$ cat config.mk
export PLATFORM = sky130hd
export DESIGN_NAME = fetch_pc_gen_flat
export DESIGN_NICKNAME = d
export VERILOG_FILES = /design/src/rtl/fetch_pc_gen_pkg.sv /design/src/rtl/fetch_pc_gen_if.sv /design/src/rtl/fetch_pc_gen.sv /design/src/flat_wrapper.sv
export SDC_FILE = /design/constraint.sdc
export NUM_CORES = 1
export LEC_CHECK = 0
export ABC_AREA = 0
export CORE_ASPECT_RATIO = 1.5
export CORE_MARGIN = 2
export CORE_UTILIZATION = 38
export CTS_BUF_LIST = sky130_fd_sc_hd__clkbuf_8
export DETAILED_ROUTE_END_ITERATION = 10
export PLACE_DENSITY = 0.94
export SETUP_SLACK_MARGIN = 0.05
export SYNTH_ARGS = -nofsm -noshare
export SYNTH_HDL_FRONTEND = slang
export SYNTH_SLANG_ARGS = --single-unit
export TNS_END_PERCENT = 100
$ cat constraint.sdc
create_clock -name cpu_clk -period 3.41 [get_ports cpu_clk]
set_input_delay 1.023 -clock cpu_clk [delete_from_list [all_inputs] [get_ports cpu_clk]]
set_output_delay 1.023 -clock cpu_clk [all_outputs]
set_load 0.05 [all_outputs]
$ cat src/rtl/fetch_pc_gen_pkg.sv
// fetch_pc_gen_pkg: shared address width, PC increment and state encoding for fetch_pc_gen
package fetch_pc_gen_pkg;
  localparam int DEF_ADDR_WIDTH = 32;
  localparam int PC_INC = 4;
  typedef enum logic [1:0] {FPG_BOOT = 2'd0, FPG_RUN = 2'd1, FPG_HALT = 2'd2} fpg_state_e;
endpackage

$ cat src/rtl/fetch_pc_gen_if.sv
// fetch_pc_gen_if: fetch request, prediction and redirect signals around the PC generator
interface fetch_pc_gen_if #(parameter int ADDR_WIDTH = 32);
  logic [ADDR_WIDTH-1:0] next_pc, pc, predict_target_pc, fetch_pred_target;
  logic [ADDR_WIDTH-1:0] dec_redirect_pc, ex_redirect_pc, trap_redirect_pc;
  logic fetch_valid, fetch_ready, fetch_kill, predict_taken, fetch_pred_taken;
  logic dec_redirect, ex_redirect, trap_redirect, fetch_halt;
  modport master (
    output next_pc, pc, fetch_valid, fetch_kill, fetch_pred_taken, fetch_pred_target,
    input fetch_ready, predict_taken, predict_target_pc, dec_redirect, dec_redirect_pc,
    input ex_redirect, ex_redirect_pc, trap_redirect, trap_redirect_pc, fetch_halt
  );
  modport slave (
    input next_pc, pc, fetch_valid, fetch_kill, fetch_pred_taken, fetch_pred_target,
    output fetch_ready, predict_taken, predict_target_pc, dec_redirect, dec_redirect_pc,
    output ex_redirect, ex_redirect_pc, trap_redirect, trap_redirect_pc, fetch_halt
  );
endinterface

$ cat src/rtl/fetch_pc_gen.sv
// fetch_pc_gen: IF-stage next-PC select and fetch request; define FETCH_PC_GEN_PERF_EN for perf counters
module fetch_pc_gen
  import fetch_pc_gen_pkg::*;
#(
  parameter int ADDR_WIDTH = DEF_ADDR_WIDTH,
  parameter logic [ADDR_WIDTH-1:0] BOOT_ADDR = '0
) (
  input logic cpu_clk,
  input logic cpu_rst,
  fetch_pc_gen_if.master bus
`ifdef FETCH_PC_GEN_PERF_EN
  ,
  output logic [31:0] perf_ex_redirect_cnt,
  output logic [31:0] perf_pred_taken_cnt,
  output logic [31:0] perf_stall_cnt
`endif
);
  localparam logic [ADDR_WIDTH-1:0] ALIGN_MASK = ~ADDR_WIDTH'(3);
  fpg_state_e r_state;
  logic [ADDR_WIDTH-1:0] r_pc, w_next_pc;
  logic r_fetch_valid, w_adv, w_hard_redirect, w_redirect;
  assign w_adv = r_fetch_valid & bus.fetch_ready;
  assign w_hard_redirect = bus.trap_redirect | bus.ex_redirect;
  assign w_redirect = (r_state == FPG_RUN) & (w_hard_redirect | bus.dec_redirect);
  // Next fetch address; HALT only honours trap/EX redirects and otherwise re-reads pc
  always_comb
    w_next_pc = (cpu_rst || r_state == FPG_BOOT) ? BOOT_ADDR :
                bus.trap_redirect ? bus.trap_redirect_pc & ALIGN_MASK :
                bus.ex_redirect ? bus.ex_redirect_pc & ALIGN_MASK :
                (r_state == FPG_HALT) ? r_pc :
                bus.dec_redirect ? bus.dec_redirect_pc & ALIGN_MASK :
                (w_adv && bus.predict_taken) ? bus.predict_target_pc :
                w_adv ? r_pc + ADDR_WIDTH'(PC_INC) : r_pc;
  // Fetch FSM with registered pc and fetch_valid; a redirect beats a halt request
  always_ff @(posedge cpu_clk)
    if (cpu_rst) begin
      r_state <= FPG_BOOT;
      r_pc <= BOOT_ADDR;
      r_fetch_valid <= 1'b0;
    end else begin
      r_pc <= w_next_pc;
      case (r_state)
        FPG_BOOT: begin
          r_state <= FPG_RUN;
          r_fetch_valid <= 1'b1;
        end
        FPG_RUN: if (bus.fetch_halt && !w_redirect) begin
          r_state <= FPG_HALT;
          r_fetch_valid <= 1'b0;
        end
        FPG_HALT: if (!bus.fetch_halt || w_hard_redirect) begin
          r_state <= FPG_RUN;
          r_fetch_valid <= 1'b1;
        end
        default: begin
          r_state <= FPG_BOOT;
          r_fetch_valid <= 1'b0;
        end
      endcase
    end
  assign bus.next_pc = w_next_pc;
  assign bus.pc = r_pc;
  assign bus.fetch_valid = r_fetch_valid;
  assign bus.fetch_kill = !cpu_rst & w_redirect & r_fetch_valid & !bus.fetch_ready;
  assign bus.fetch_pred_taken = !cpu_rst & bus.predict_taken & r_fetch_valid & !w_redirect;
  assign bus.fetch_pred_target = cpu_rst ? '0 : bus.predict_target_pc;
`ifdef FETCH_PC_GEN_PERF_EN
  // Saturating event counters
  always_ff @(posedge cpu_clk)
    if (cpu_rst) begin
      perf_ex_redirect_cnt <= '0;
      perf_pred_taken_cnt <= '0;
      perf_stall_cnt <= '0;
    end else begin
      if (bus.ex_redirect && !(&perf_ex_redirect_cnt)) perf_ex_redirect_cnt <= perf_ex_redirect_cnt + 32'd1;
      if (bus.fetch_pred_taken && !(&perf_pred_taken_cnt)) perf_pred_taken_cnt <= perf_pred_taken_cnt + 32'd1;
      if (r_fetch_valid && !bus.fetch_ready && !(&perf_stall_cnt)) perf_stall_cnt <= perf_stall_cnt + 32'd1;
    end
`endif
endmodule

$ cat src/flat_wrapper.sv
// flat-port wrapper written by rule: the top's interface ports become plain ports
module fetch_pc_gen_flat import fetch_pc_gen_pkg::*;
#(
  parameter int ADDR_WIDTH = DEF_ADDR_WIDTH,
  parameter logic [ADDR_WIDTH-1:0] BOOT_ADDR = '0
)
  (cpu_clk, cpu_rst, bus_next_pc, bus_pc, bus_fetch_valid, bus_fetch_kill, bus_fetch_pred_taken, bus_fetch_pred_target, bus_fetch_ready, bus_predict_taken, bus_predict_target_pc, bus_dec_redirect, bus_dec_redirect_pc, bus_ex_redirect, bus_ex_redirect_pc, bus_trap_redirect, bus_trap_redirect_pc, bus_fetch_halt);
  fetch_pc_gen_if #(.ADDR_WIDTH(ADDR_WIDTH)) bus_i ();
  input logic cpu_clk;
  input logic cpu_rst;
  output wire logic [$bits(bus_i.next_pc)-1:0] bus_next_pc;
  output wire logic [$bits(bus_i.pc)-1:0] bus_pc;
  output wire logic [$bits(bus_i.fetch_valid)-1:0] bus_fetch_valid;
  output wire logic [$bits(bus_i.fetch_kill)-1:0] bus_fetch_kill;
  output wire logic [$bits(bus_i.fetch_pred_taken)-1:0] bus_fetch_pred_taken;
  output wire logic [$bits(bus_i.fetch_pred_target)-1:0] bus_fetch_pred_target;
  input wire logic [$bits(bus_i.fetch_ready)-1:0] bus_fetch_ready;
  input wire logic [$bits(bus_i.predict_taken)-1:0] bus_predict_taken;
  input wire logic [$bits(bus_i.predict_target_pc)-1:0] bus_predict_target_pc;
  input wire logic [$bits(bus_i.dec_redirect)-1:0] bus_dec_redirect;
  input wire logic [$bits(bus_i.dec_redirect_pc)-1:0] bus_dec_redirect_pc;
  input wire logic [$bits(bus_i.ex_redirect)-1:0] bus_ex_redirect;
  input wire logic [$bits(bus_i.ex_redirect_pc)-1:0] bus_ex_redirect_pc;
  input wire logic [$bits(bus_i.trap_redirect)-1:0] bus_trap_redirect;
  input wire logic [$bits(bus_i.trap_redirect_pc)-1:0] bus_trap_redirect_pc;
  input wire logic [$bits(bus_i.fetch_halt)-1:0] bus_fetch_halt;
  assign bus_next_pc = bus_i.next_pc;
  assign bus_pc = bus_i.pc;
  assign bus_fetch_valid = bus_i.fetch_valid;
  assign bus_fetch_kill = bus_i.fetch_kill;
  assign bus_fetch_pred_taken = bus_i.fetch_pred_taken;
  assign bus_fetch_pred_target = bus_i.fetch_pred_target;
  assign bus_i.fetch_ready = bus_fetch_ready;
  assign bus_i.predict_taken = bus_predict_taken;
  assign bus_i.predict_target_pc = bus_predict_target_pc;
  assign bus_i.dec_redirect = bus_dec_redirect;
  assign bus_i.dec_redirect_pc = bus_dec_redirect_pc;
  assign bus_i.ex_redirect = bus_ex_redirect;
  assign bus_i.ex_redirect_pc = bus_ex_redirect_pc;
  assign bus_i.trap_redirect = bus_trap_redirect;
  assign bus_i.trap_redirect_pc = bus_trap_redirect_pc;
  assign bus_i.fetch_halt = bus_fetch_halt;
  fetch_pc_gen #(.ADDR_WIDTH(ADDR_WIDTH), .BOOT_ADDR(BOOT_ADDR)) u_core (.cpu_clk(cpu_clk), .cpu_rst(cpu_rst), .bus(bus_i));
endmodule
* Word-level counts from Yosys, hierarchy flattened
Index checks and enable logic that the tools add are counted.
** Word-level totals
- Bits in registers :: 35
- Input bits :: 136
- Output and inout bits :: 99
- Logic and storage cells :: 42
** Operators by class
- $add $sub $neg :: 1
- Eq/ne operators :: 4
- Mux-type cells :: 14
- Bitwise logic cells :: 10
- Reductions and logical operators :: 10
** Operators by type and width (number)
- 32-bit 2-to-1 mux :: 8
- 32-bit by 3-bit adder with 32-bit output, second input constant :: 1
- 1-bit AND :: 8
- 2-bit one-hot mux with 3 select lines :: 1
- 1-bit logical NOT :: 4
- 2-bit 2-to-1 mux :: 2
- 2-bit != test, second input constant :: 2
- 1-bit one-hot mux with 3 select lines :: 1
- 2-bit by 1-bit equality test with 1-bit output, second input constant :: 1
- 2-bit equality test, second input constant :: 1
- 1-bit logical AND :: 2
- 2-bit logical NOT :: 1
- 1-bit logical OR :: 2
- 1-bit 2-to-1 mux :: 2
- 1-bit bitwise OR :: 2
- 2-bit AND reduction :: 1

* Longest topological paths before layout
- Depth after elaboration :: 8
- Gate-level depth with buffers :: 8
- Gate-level depth less buffers :: 6

* Worst setup path before layout
No wires, ideal clock.
- Path kind :: input to output
- From :: input port bus_fetch_ready
- To :: output port bus_next_pc[1]
- Arrival :: 4.135 ns
- Required time :: 2.387 ns
- Path slack :: -1.748 ns
- Cell stages on the path :: 6
- Buffers on the path :: 3
- Cells stage by stage :: buf_6 > and3_1 > buf_2 > buf_2 > nand2_1 > a2111oi_0
** On the way
- Cells in the longest elaborated chain, start to end :: 8
- Elaborated cells between the ends (all ways) :: 9
- Those cells by class :: mux: 7; bitwise: 1; reduce/logical: 1
** Ends and longest elaborated chain
- start: declaration :: line flat_wrapper.sv:17 : input wire logic [$bits(bus_i.fetch_ready)-1:0] bus_fetch_ready;
- 1-bit AND * :: line fetch_pc_gen.sv:22 : assign w_adv = r_fetch_valid & bus.fetch_ready;
- 32-bit 2-to-1 mux or 1-bit logical AND (tied branches) :: line fetch_pc_gen.sv:33, fetch_pc_gen.sv:32
- 32-bit 2-to-1 mux * :: line fetch_pc_gen.sv:32 : (w_adv && bus.predict_taken) ? bus.predict_target_pc :
- 32-bit 2-to-1 mux * :: line fetch_pc_gen.sv:31 : bus.dec_redirect ? bus.dec_redirect_pc & ALIGN_MASK :
- 32-bit 2-to-1 mux * :: line fetch_pc_gen.sv:30 : (r_state == FPG_HALT) ? r_pc :
- 32-bit 2-to-1 mux * :: line fetch_pc_gen.sv:29 : bus.ex_redirect ? bus.ex_redirect_pc & ALIGN_MASK :
- 32-bit 2-to-1 mux * :: line fetch_pc_gen.sv:28 : bus.trap_redirect ? bus.trap_redirect_pc & ALIGN_MASK :
- 32-bit 2-to-1 mux * :: line fetch_pc_gen.sv:27 : w_next_pc = (cpu_rst || r_state == FPG_BOOT) ? BOOT_ADDR :
- end: declaration :: line flat_wrapper.sv:11 : output wire logic [$bits(bus_i.next_pc)-1:0] bus_next_pc;
Every way passes the cells marked *; elsewhere a longest branch is shown, timed or not.

* Worst setup path after layout
- From :: input port bus_fetch_ready
- To :: output port bus_next_pc[14]
The elaborated chain is that of the path after synthesis.

==> impl_metrics.yaml <==
floorplan:
  rows: 43
  chipHeight_um: 124
  floorplan.io_pins: 235
  die_area_mm2: 0.0103
  design.core.area_mm2: 0.00925
  initial_core_util: 0.391
  die_width_um: 83.7
hold_path:
  worstHoldPathCells: 3
  min-delay-path-class: "reg -> reg"
  holdPathEnd: "u_core.bus.pc[1]$_SDFF_PP0_"
  hold_path_startpoint: "u_core.bus.pc[1]$_SDFF_PP0_"
finish:
  syn_to_final_growth_pct: 133
  final_layout_size_suffix_gt1_frac: 0.441
  fin_cells: 956
  nets_finish: 979
  num-fill-cells: 319
  post-route-cell-area_mm2: 0.00846
  utilization: 0.914
setup_path:
  r2r_start: "u_core.bus.pc[15]$_SDFF_PP0_"
  ff2ff_path_depth: 8
  end_of_the_worst_register_to_register_path: "u_core.bus.pc[25]$_SDFF_PP0_"
  startpoint_type: "input pin"
  critical_path_arrival_ps: 2560
  critPathCaptureType: "primary output"
  timing.setup.critical_path_class: "in -> out"
  worst-endpoint-required_ps: 2390
  setup.reg_to_reg.worst_slack_ps: 1070
  crit_fanout: 8
yosys:
  synth.top_cells.by_area: "dfxtp_1 19%, nor2b_1 5.9%, nand2_1 5.2%, o21ai_0 4.6%, nand3_1 4.4%"
  ys_seq_elements: 34
  syn_nets: 651
  synth_cells: 514
  synth_largest_area_cell: "dfxtp_1"
  synthTopCellsByCount: "50 x nand2_1, 34 x dfxtp_1, 34 x nor2b_1"
  synthMuxAreaShare: 0.0193
  portion_of_synthesized_cell_area_occupied_by_the_leading_cell_type: 0.188
  synth.yosys.seq_area_share: 0.188
  synth_compound_area_frac: 0.326
  synth.most_common_cell: "nand2_1"
  synth-adder-area-share: 0.00345
  number_of_enable_flip_flop_cells_after_synthesis: 0
  synth_top_family_by_area: "simple AND/OR/NAND/NOR gates"
  yosys_most_used_dff: "dfxtp_1"
  synth_warnings: 0
  synthXorXnorAreaFrac: 0.0242
  ys_types: 69
  synthArstFlopShare: 0
  netlist_area_mm2: 0.00362
  simple_logic_cell_fraction_of_the_synthesized_area: 0.368
  syn_avg_cell_area_um2: 7.05
route:
  viasPerCell: 7.22
  dr_total_vias: 6901
  post-route-drc-count: 0
  routed_wirelength_mm: 27.6
  firstDrtPassIters: 8
  ant_nets: 0
  wl_per_cell_um: 28.8
  drt_iter0_markers: 980
timing:
  timing.max_slew.rel_slack: 0.621
  timing_hold_violations_final: 0
  fin_crit_sh: 1.05
  timing.final.setup_violations: 24
  setup_slack_ps: -172
  timing.final.crit_period_ps: 3580
  clock.fmax_mhz: 279
  finalMaxSlewViolations: 0
  worst-slew-pin-transition_ps: 564
  timing.clock.skew_ps: 11.1
  worst_hold_slack_ps: 675
  setup_repair_after_global_routing_missed_its_margin: "yes"
global_route:
  grt_pass1_wl_mm: 35.3
  grt_start_max_net_pins: 31
  gr_util_all_layers: 0.433
  number_of_global_route_vias_before_repair: 6913
  grt.overflow.total: 0
  initial_antenna_violation_count: 0
clock_tree:
  cts-root-buf: "clkbuf_8"
  clk_pin_slew_ps: 90
  post_cts_hold_buffers: 0
  cts_sinks: 34
  tritoncts: "yes"
  clock_latency_of_the_later_clocked_register_in_the_worst_skew_pair_ps: 310
  clockBufferDepth: 2
  number_of_buffers_created_by_cts: 5
  cts_max_level: 2
power_and_ir_drop:
  finalPower_mw: 1.99
  vdd_drop_max_v: 0.000232
  leakagePower_nw: 3.29
  power.density_cell_area_mw_per_mm2: 235
status:
  violations_in_the_final_reports: "negative setup slack"
  status: "complete, but fails checks"
placed_design:
  placed_cell_area_mm2: 0.00731
  gp_congestion: 0.918
  placed_cells: 915
  hpwl_mm: 16.0
  place.port_buffers: 228
flow_run:
  timing.max_cap.violations: 0
-- logic make-up after synthesis --
logic type      after synthesis
simple gates                239
compound gates              171
buf+inv                      52
flops                        34
xor+xnor                     10
mux                           7
fa+ha+maj                     1
-- power by group --
part / leakage (nW) / total, mW / switching, mW / internal (mW)
Sequential: 0.280 / 0.473 / 0.0537 / 0.419
Combinational: 2.95 / 1.12 / 0.615 / 0.506
Clock: 0.0575 / 0.396 / 0.191 / 0.205
Total: 3.29 / 1.99 / 0.860 / 1.13
-- flip-flops by register name, summed over array words and instances (netlist names) --
name,flops
u_core.r_state,2
u_core.bus.pc,32
-- cell type report --
| cell class | instances | area, µm² | area share |
|---|---|---|---|
| repair buffers | 363 | 3790 | 0.448 |
| multi-input cells | 430 | 3700 | 0.437 |
| flip-flops and latches | 34 | 687 | 0.0812 |
| well taps | 112 | 140 | 0.0166 |
| clock buffers | 8 | 110 | 0.0130 |
| inverters | 8 | 31.3 | 0.00370 |
| diodes | 1 | 2.50 | 0.000296 |
-- layer usage --
layer  share of wire  vias to the layer above  GRT usage
met5               0                        -          0
met4            0.12                        0      0.394
met3            0.12                      339      0.105
met2            0.47                      814      0.790
met1            0.30                     3129      0.395
li1                -                     2619          -
-- through the flow --
stage                     setup slack (ps)  TNS, ps
after floorplan                       -120     -382
after global placement                -667   -16040
after detailed placement              -718   -18400
after CTS                            -38.3     -103
after global routing                  -312    -2680
final                                 -172    -2080
-- worst max-delay path by stage --
stage | from | depth (start not counted) | slack, ps | end
2_1_floorplan | bus_ex_redirect | 5 | -120 | bus_fetch_kill
5_1_grt | u_core.bus.pc[14]$_SDFF_PP0_ | 6 | -310 | bus_next_pc[29]
6_report | bus_fetch_ready | 8 | -170 | bus_next_pc[14]
4_1_cts | bus_trap_redirect | 7 | -40 | bus_next_pc[19]
3_5_place_dp | bus_fetch_ready | 8 | -720 | bus_next_pc[30]
3_3_place_gp | bus_fetch_ready | 8 | -670 | bus_next_pc[30]
-- worst max-delay path: stages --
cell	delay, ps
buf_12	100
and3_4	280
nand4_4	220
nor3_2	240
o221ai_2	130
buf_4	160
a31oi_4	220
buf_12	170
-- timing repair --
item	4_1_cts	5_1_grt
setup buffers	17	16
pin swaps	44	37
setup endpoints to repair	34	31
gates cloned	3	0
resized for setup	137	83
-- cell usage in the layout, fill, tap and decap left out, drive strengths merged, types with 6 or more instances in the layout --
cell | netlist | routed
a211oi | 10 | 10
a31oi | 15 | 15
mux2i | 7 | 7
nor3 | 21 | 21
o21ai | 34 | 34
nand2 | 50 | 50
nand2b | 6 | 6
o221a | 6 | 6
nand3 | 33 | 33
o22ai | 14 | 14
a21o | 8 | 8
a21oi | 30 | 30
nor2 | 33 | 33
inv | 7 | 7
dlygate4sd2 | 0 | 13
buf | 33 | 206
clkdlybuf4s50 | 0 | 139
o211ai | 7 | 7
nor4 | 10 | 10
and3 | 12 | 13
nor2b | 35 | 35
xnor2 | 6 | 6
o221ai | 9 | 9
nand4 | 18 | 19
dfxtp | 34 | 34
clkbuf | 11 | 9
Note: power is estimated with default switching activity, not from simulation.
